`src/rtl/sr_latch_write_arbiter_pkg.sv`:
```
// Shared types and constants for the SR latch write arbiter.
// Used by the top, its round-robin sub-module and the requester interface.
package sr_latch_write_arbiter_pkg;

  typedef enum logic [2:0] {
    ST_IDLE  = 3'd0,
    ST_SETUP = 3'd1,
    ST_PULSE = 3'd2,
    ST_HOLD  = 3'd3,
    ST_CHECK = 3'd4
  } state_e;

  localparam int PHASE_CNT_W = 8;

  typedef logic req_id_t;

  // Phase counter counts down to zero, so a phase of N cycles loads N-1.
  function automatic logic [PHASE_CNT_W-1:0] phase_load(input int cycles);
    return PHASE_CNT_W'(cycles - 1);
  endfunction

endpackage

```
`src/rtl/sr_latch_write_arbiter_if.sv`:
```
// Requester-side handshake bus of the SR latch write arbiter: two requesters,
// each with valid/idx/value and a combinational ready back from the arbiter.
interface sr_latch_write_arbiter_if #(
  parameter int IDX_W = 3
);
  logic             req0_valid;
  logic [IDX_W-1:0] req0_idx;
  logic             req0_value;
  logic             req0_ready;
  logic             req1_valid;
  logic [IDX_W-1:0] req1_idx;
  logic             req1_value;
  logic             req1_ready;

  modport master (
    output req0_valid, req0_idx, req0_value,
    output req1_valid, req1_idx, req1_value,
    input  req0_ready, req1_ready
  );

  modport slave (
    input  req0_valid, req0_idx, req0_value,
    input  req1_valid, req1_idx, req1_value,
    output req0_ready, req1_ready
  );

endinterface

```
`src/rtl/sr_latch_write_arbiter_rr_arbiter_2.sv`:
```
// Two-way round-robin arbiter: a lone requester always wins; on a tie the
// requester not granted last wins. The favour pointer moves only on accept.
module rr_arbiter_2
  import sr_latch_write_arbiter_pkg::*;
(
  input  logic    clock,
  input  logic    notreset,
  input  logic    valid0,
  input  logic    valid1,
  input  logic    accept,
  output logic    win0,
  output logic    win1,
  output req_id_t grant
);

  req_id_t favour_reg;

  always_comb begin
    grant = 1'b0;
    if (valid0 && valid1) begin
      grant = favour_reg;
    end else if (valid1) begin
      grant = 1'b1;
    end
  end

  assign win0 = valid0 && (grant == 1'b0);
  assign win1 = valid1 && (grant == 1'b1);

  always_ff @(posedge clock or negedge notreset) begin
    if (!notreset) begin
      favour_reg <= 1'b0;
    end else if (accept) begin
      favour_reg <= ~grant;
    end
  end

endmodule

```
`src/rtl/sr_latch_write_arbiter.sv`:
```
// Shares one bank of gated SR latches between two requesters: setup/pulse/hold
// write sequence per accept. Optional readback check: SR_LATCH_READBACK_CHECK_EN.
module sr_latch_write_arbiter
  import sr_latch_write_arbiter_pkg::*;
#(
  parameter int NUM_LATCH = 8,
  parameter int IDX_W     = 3,
  parameter int SETUP_CYC = 1,
  parameter int PULSE_CYC = 2,
  parameter int HOLD_CYC  = 1
) (
  input  logic                    clock,
  input  logic                    notreset,
  sr_latch_write_arbiter_if.slave req_bus,
  output logic [NUM_LATCH-1:0]    latch_enable,
  output logic                    latch_set,
  output logic                    latch_reset,
  input  logic [NUM_LATCH-1:0]    latch_out,
  input  logic [NUM_LATCH-1:0]    latch_notout,
  output logic                    busy,
  output req_id_t                 grant_id,
  output logic                    done,
  output logic                    error
);

  localparam logic [2:0] S_IDLE  = ST_IDLE;
  localparam logic [2:0] S_SETUP = ST_SETUP;
  localparam logic [2:0] S_PULSE = ST_PULSE;
  localparam logic [2:0] S_HOLD  = ST_HOLD;
  localparam logic [2:0] S_CHECK = ST_CHECK;

  localparam logic [PHASE_CNT_W-1:0] SETUP_LOAD = phase_load(SETUP_CYC);
  localparam logic [PHASE_CNT_W-1:0] PULSE_LOAD = phase_load(PULSE_CYC);
  localparam logic [PHASE_CNT_W-1:0] HOLD_LOAD  = phase_load(HOLD_CYC);

  logic [2:0]             state_reg;
  logic [PHASE_CNT_W-1:0] cnt_reg;
  logic [IDX_W-1:0]       idx_reg;
  logic                   value_reg;
  req_id_t                grant_id_reg;
  logic                   done_reg;
  logic                   error_reg;

  logic    idle;
  logic    accept;
  logic    win0;
  logic    win1;
  req_id_t grant;
  logic    idx_ok;
  logic    cnt_zero;
  logic    drive_phase;

  assign idle     = (state_reg == S_IDLE);
  assign accept   = idle && (req_bus.req0_valid || req_bus.req1_valid);
  assign cnt_zero = (cnt_reg == '0);
  assign idx_ok   = ({1'b0, idx_reg} < (IDX_W + 1)'(NUM_LATCH));

  rr_arbiter_2 u_rr_arbiter_2 (
    .clock    (clock),
    .notreset (notreset),
    .valid0   (req_bus.req0_valid),
    .valid1   (req_bus.req1_valid),
    .accept   (accept),
    .win0     (win0),
    .win1     (win1),
    .grant    (grant)
  );

  assign req_bus.req0_ready = idle && win0;
  assign req_bus.req1_ready = idle && win1;

`ifdef SR_LATCH_READBACK_CHECK_EN
  logic [NUM_LATCH-1:0] out_hit;
  logic [NUM_LATCH-1:0] notout_hit;
  logic                 rd_mismatch;

  // Readback mux built as an AND-OR so an out-of-range index selects nothing.
  for (genvar gi = 0; gi < NUM_LATCH; gi++) begin : g_readback
    assign out_hit[gi]    = latch_out[gi]    && (idx_reg == IDX_W'(gi));
    assign notout_hit[gi] = latch_notout[gi] && (idx_reg == IDX_W'(gi));
  end

  assign rd_mismatch = ((|out_hit) != value_reg) || ((|notout_hit) != ~value_reg);
`else
  logic unused_readback;
  assign unused_readback = ^{latch_out, latch_notout};
`endif

  always_ff @(posedge clock or negedge notreset) begin
    if (!notreset) begin
      state_reg    <= S_IDLE;
      cnt_reg      <= '0;
      idx_reg      <= '0;
      value_reg    <= 1'b0;
      grant_id_reg <= 1'b0;
      done_reg     <= 1'b0;
      error_reg    <= 1'b0;
    end else begin
      done_reg  <= 1'b0;
      error_reg <= 1'b0;
      case (state_reg)
        S_IDLE: begin
          if (accept) begin
            state_reg    <= S_SETUP;
            cnt_reg      <= SETUP_LOAD;
            grant_id_reg <= grant;
            idx_reg      <= grant ? req_bus.req1_idx   : req_bus.req0_idx;
            value_reg    <= grant ? req_bus.req1_value : req_bus.req0_value;
          end
        end
        S_SETUP: begin
          if (cnt_zero) begin
            state_reg <= S_PULSE;
            cnt_reg   <= PULSE_LOAD;
          end else begin
            cnt_reg <= cnt_reg - PHASE_CNT_W'(1);
          end
        end
        S_PULSE: begin
          if (cnt_zero) begin
            state_reg <= S_HOLD;
            cnt_reg   <= HOLD_LOAD;
          end else begin
            cnt_reg <= cnt_reg - PHASE_CNT_W'(1);
          end
        end
        S_HOLD: begin
          if (cnt_zero) begin
`ifdef SR_LATCH_READBACK_CHECK_EN
            state_reg <= S_CHECK;
`else
            state_reg <= S_IDLE;
            done_reg  <= 1'b1;
            error_reg <= ~idx_ok;
`endif
          end else begin
            cnt_reg <= cnt_reg - PHASE_CNT_W'(1);
          end
        end
        S_CHECK: begin
          state_reg <= S_IDLE;
          done_reg  <= 1'b1;
`ifdef SR_LATCH_READBACK_CHECK_EN
          error_reg <= ~idx_ok || rd_mismatch;
`else
          error_reg <= ~idx_ok;
`endif
        end
        default: begin
          state_reg <= S_IDLE;
        end
      endcase
    end
  end

  // Outputs decode straight from async-reset state, so reset kills them at once.
  assign drive_phase = (state_reg == S_SETUP) || (state_reg == S_PULSE) ||
                       (state_reg == S_HOLD);
  assign latch_set   = drive_phase &&  value_reg;
  assign latch_reset = drive_phase && !value_reg;

  for (genvar gi = 0; gi < NUM_LATCH; gi++) begin : g_enable
    assign latch_enable[gi] = (state_reg == S_PULSE) && (idx_reg == IDX_W'(gi));
  end

  assign busy     = !idle;
  assign grant_id = grant_id_reg;
  assign done     = done_reg;
  assign error    = error_reg;

endmodule

```
`src/flat_wrapper.sv`:
```
// flat-port wrapper written by rule: the top's interface ports become plain ports
module sr_latch_write_arbiter_flat import sr_latch_write_arbiter_pkg::*;
#(
  parameter int NUM_LATCH = 8,
  parameter int IDX_W     = 3,
  parameter int SETUP_CYC = 1,
  parameter int PULSE_CYC = 2,
  parameter int HOLD_CYC  = 1
)
  (clock, notreset, latch_enable, latch_set, latch_reset, latch_out, latch_notout, busy, grant_id, done, error, req_bus_req0_valid, req_bus_req0_idx, req_bus_req0_value, req_bus_req1_valid, req_bus_req1_idx, req_bus_req1_value, req_bus_req0_ready, req_bus_req1_ready);
  sr_latch_write_arbiter_if #(.IDX_W(IDX_W)) req_bus_i ();
  input  logic clock;
  input  logic notreset;
  output logic [NUM_LATCH-1:0] latch_enable;
  output logic latch_set;
  output logic latch_reset;
  input  logic [NUM_LATCH-1:0] latch_out;
  input  logic [NUM_LATCH-1:0] latch_notout;
  output logic busy;
  output req_id_t grant_id;
  output logic done;
  output logic error;
  input wire logic [$bits(req_bus_i.req0_valid)-1:0] req_bus_req0_valid;
  input wire logic [$bits(req_bus_i.req0_idx)-1:0] req_bus_req0_idx;
  input wire logic [$bits(req_bus_i.req0_value)-1:0] req_bus_req0_value;
  input wire logic [$bits(req_bus_i.req1_valid)-1:0] req_bus_req1_valid;
  input wire logic [$bits(req_bus_i.req1_idx)-1:0] req_bus_req1_idx;
  input wire logic [$bits(req_bus_i.req1_value)-1:0] req_bus_req1_value;
  output wire logic [$bits(req_bus_i.req0_ready)-1:0] req_bus_req0_ready;
  output wire logic [$bits(req_bus_i.req1_ready)-1:0] req_bus_req1_ready;
  assign req_bus_i.req0_valid = req_bus_req0_valid;
  assign req_bus_i.req0_idx = req_bus_req0_idx;
  assign req_bus_i.req0_value = req_bus_req0_value;
  assign req_bus_i.req1_valid = req_bus_req1_valid;
  assign req_bus_i.req1_idx = req_bus_req1_idx;
  assign req_bus_i.req1_value = req_bus_req1_value;
  assign req_bus_req0_ready = req_bus_i.req0_ready;
  assign req_bus_req1_ready = req_bus_i.req1_ready;
  sr_latch_write_arbiter #(.NUM_LATCH(NUM_LATCH), .IDX_W(IDX_W), .SETUP_CYC(SETUP_CYC), .PULSE_CYC(PULSE_CYC), .HOLD_CYC(HOLD_CYC)) u_core (.clock(clock), .notreset(notreset), .req_bus(req_bus_i), .latch_enable(latch_enable), .latch_set(latch_set), .latch_reset(latch_reset), .latch_out(latch_out), .latch_notout(latch_notout), .busy(busy), .grant_id(grant_id), .done(done), .error(error));
endmodule
```
`config.mk`:
```
export PLATFORM = sky130hd
export DESIGN_NAME = sr_latch_write_arbiter_flat
export DESIGN_NICKNAME = d
export VERILOG_FILES = /design/src/rtl/sr_latch_write_arbiter_pkg.sv /design/src/rtl/sr_latch_write_arbiter_if.sv /design/src/rtl/sr_latch_write_arbiter_rr_arbiter_2.sv /design/src/rtl/sr_latch_write_arbiter.sv /design/src/flat_wrapper.sv
export SDC_FILE = /design/constraint.sdc
export NUM_CORES = 1
export LEC_CHECK = 0
export CAP_MARGIN = 20
export CELL_PAD_IN_SITES_DETAIL_PLACEMENT = 0
export CELL_PAD_IN_SITES_GLOBAL_PLACEMENT = 1
export CORE_MARGIN = 2
export CORE_UTILIZATION = 32
export CTS_BUF_LIST = sky130_fd_sc_hd__clkbuf_16
export CTS_CLUSTER_SIZE = 28
export DETAILED_ROUTE_END_ITERATION = 8
export PLACE_DENSITY_LB_ADDON = 0.15
export SLEW_MARGIN = 20
export SYNTH_ARGS = -nofsm -noshare
export SYNTH_HDL_FRONTEND = slang
export SYNTH_SLANG_ARGS = --single-unit
export TNS_END_PERCENT = 10
```
`constraint.sdc`:
```
create_clock -name clock -period 2.7 [get_ports clock]
set_input_delay 0.81 -clock clock [delete_from_list [all_inputs] [get_ports clock]]
set_output_delay 0.81 -clock clock [all_outputs]
set_load 0.01 [all_outputs]
```
==> impl_metrics.env <==
export IMPL_status="complete, no violations"
export IMPL_synth_largest_area_cell="dfrtp_1"
export IMPL_hp_start="u_core.grant_id$_DFFE_PN0P_"
export IMPL_ys_types=34
export IMPL_path_buf_inv=2
export IMPL_stdcell_area_sq_mm=0.00165
export IMPL_syn2layout_area_growth_pct=42.5
export IMPL_crit_type="reg -> out"
export IMPL_avgViaCountPerCell=4.81
export IMPL_fmax_ghz=0.389
export IMPL_holdPathEnd="u_core.grant_id$_DFFE_PN0P_"
export IMPL_wl_per_cell_um=12.4
export IMPL_slowest_stage="clkdlybuf4s50_1"
export IMPL_start_util=0.340
export IMPL_largest_reg_flops=8
export IMPL_synth_area_sq_mm=0.00116
export IMPL_drtIter0Drc=36
export IMPL_synth_seq_cells=17
export IMPL_path_depth=5
export IMPL_die_area_sq_mm=0.00412
export IMPL_drt_pass1_iter_count=4
export IMPL_rr_startpoint="u_core.state_reg[0]$_DFFE_PN0P_"
export IMPL_cts_buffers=3
export IMPL_ys_warn_count=0
export IMPL_fin_crit_sh=0.951
export IMPL_place_congestion=0.799
export IMPL_finalHoldViolCount=0
export IMPL_grt_max_degree=18
export IMPL_cts_root_buf="clkbuf_16"
export IMPL_cp_data_required_time_ps=1890
export IMPL_ys_seq_area_frac=0.367
export IMPL_dpl_cell_area_sq_mm=0.00154
export IMPL_reg2regPathDepth=7
export IMPL_worstPathMaxFanout=5
export IMPL_antenna_found_initial=0
export IMPL_arrival_ps=1760
export IMPL_grt_pass1_vias=1024
export IMPL_drv_cap=0
export IMPL_max_slew_margin_rel=0.620
export IMPL_antenna_cells=0
export IMPL_holdBufCountCts=0
export IMPL_finalSetupTns_ps=0
export IMPL_fin_util=0.484
export IMPL_core_area_sq_mm=0.00342
export IMPL_grt_pass1_wl_mm=4.49
export IMPL_whs_path_depth=1
export IMPL_start_kind="register"
export IMPL_async_reset_ff_frac=1.00
export IMPL_setup_viol=0
export IMPL_placed_cells=202
export IMPL_nets=199
export IMPL_hpwl_mm=1.98
export IMPL_drt_wl_total_mm=2.58
export IMPL_leakagePower_nw=0.829
export IMPL_reg2reg_to="u_core.cnt_reg[6]$_DFFE_PN0P_"
export IMPL_syn_avg_cell_area_sq_um=9.51
export IMPL_ys_flop_type="dfrtp_1"
export IMPL_clock_sinks=17
export IMPL_syn_num_nets=158
export IMPL_path_cells="inv_2 -> ha_2 -> nand2b_1 -> nor2_1 -> clkdlybuf4s50_1"
export IMPL_max_stage_delay_ps=540
export IMPL_synth_edf_count=0
export IMPL_portBuffers=26
export IMPL_synth_area_top_cells="dfrtp_1 (37%), ha_1 (8.6%), nor4_4 (5.5%)"
export IMPL_crit_family="buffers and inverters"
export IMPL_ant_nets=0
export IMPL_die_x_um=64.2
export IMPL_vias=1001
export IMPL_io_pins=44
export IMPL_gr_total_overflow=0
export IMPL_drc_errors=0
export IMPL_num_rows=21
export IMPL_clkTransAtPathRegs_ps=50
export IMPL_final_cells=208
export IMPL_die_height_um=64.2
export IMPL_reg2reg_slack_ps=690
export IMPL_synth_top_cell_area_share=0.367
export IMPL_clk_latency_ps=250
export IMPL_cts_tree="built"
export IMPL_synth_cells=122
export IMPL_power_density_mw_per_mm2=1160
export IMPL_tightest_slew_ps=566
export IMPL_hold_path_class="reg -> reg"
export IMPL_rsz0062_at_grt="no"
export IMPL_drive_gt1_frac=0.216
export IMPL_peakVddDrop_uv=509
export IMPL_post_route_min_period_ps=2570
export IMPL_htree_levels=1
export IMPL_slew_viol_final=0
export IMPL_end_kind="output port"
export IMPL_grt_use_total=0.138
export IMPL_finalClockSkew_ps=0.820
export IMPL_cts_max_path_buffers=2
[timing repair]
item	4_1_cts	5_1_grt
endpoints found under the setup margin	4	10
setup buffers	2	0
pin swaps	2	0
resized for setup	10	9
endpoints found under the hold margin	0	0
[through the flow]
stage / hold slack (ps) / setup WS [ps] / total power [mW]
floorplan: 451 / 425 / 1.26
global placement: 466 / -477 / 1.60
detailed placement: 472 / -483 / 1.63
CTS: 484 / 15.3 / 1.94
global route: 497 / 10.8 / 2.10
finish: 479 / 132 / 1.92
[worst reg2reg max path, cell delays in order (launching register included)]
cell     delay [ps]
dfrtp_2         410
inv_2            60
ha_2            200
buf_4           160
nor4_4          370
nor2_1          160
and3_1          230
a221o_1         300
[how the worst max path moves through the flow]
stage / from / slack, ps / to
final: u_core.state_reg[0]$_DFFE_PN0P_ / 130 / latch_enable[5]
after global routing: u_core.state_reg[0]$_DFFE_PN0P_ / 10 / latch_enable[5]
after CTS: u_core.state_reg[0]$_DFFE_PN0P_ / 20 / latch_enable[0]
after global placement: req_bus_req0_valid / -480 / req_bus_req0_ready
after floorplan: req_bus_req0_valid / 430 / req_bus_req0_ready
after detailed placement: req_bus_req0_valid / -480 / req_bus_req0_ready
[cell usage after synthesis, drive strengths merged, types with 2 or more instances]
cell type,number
nand3,2
buf,3
a221o,4
nand2,12
ha,8
dfrtp,17
inv,10
nand2b,3
and3,4
nor4,3
a21oi,4
mux2i,5
nor2,15
nor2b,2
a21o,2
nor3b,2
nor3,5
o21ai,7
[power breakdown]
group | internal (mW) | switching, mW | total, mW
clock network | 0.198 | 0.101 | 0.299
registers | 0.364 | 0.111 | 0.474
logic | 0.554 | 0.590 | 1.14
[cell families after synthesis]
| logic type | count (synthesis) | share of synthesized area |
|---|---|---|
| muxes | 6 | 0.0529 |
| and+or+nand+nor | 51 | 0.270 |
| DFF | 17 | 0.367 |
| adders and majority gates | 8 | 0.0863 |
| AOI/OAI and AO/OA | 26 | 0.169 |
| buffers and inverters | 13 | 0.0518 |
| other | 1 | 0.00323 |
[metal layers]
metal  GRT usage  wire [um]  vias to the layer above
met4      0.0559         44                        0
met2       0.227       1100                       30
met1       0.174       1280                      447
li1            -          -                      519
met5           0          0                        -
met3      0.0299        157                        5
[placed cells by master (no fill, tap or decap), drive strengths merged, types with 2 or more instances in the layout]
master | Yosys | final
nand2b | 3 | 3
clkdlybuf4s50 | 0 | 18
and3 | 4 | 4
nor3 | 5 | 5
o21ai | 7 | 7
dlymetal6s2s | 0 | 5
nand2 | 12 | 12
dfrtp | 17 | 17
nor4 | 3 | 3
buf | 3 | 14
clkbuf | 0 | 3
inv | 10 | 10
mux2i | 5 | 5
nor2 | 15 | 15
nand3 | 2 | 2
a221o | 4 | 4
ha | 8 | 8
a21oi | 4 | 4
nor3b | 2 | 2
nor2b | 2 | 2
a21o | 2 | 2
[layout make-up]
class	count	area, sq um
timing repair buffer	39	365
inverter	10	37.5
tap	46	57.6
fill	341	1760
multi-input combinational	92	684
clock buffer	3	75.1
clock inverter	1	5.00
sequential	17	428
Power figures use the tool's default switching activity.
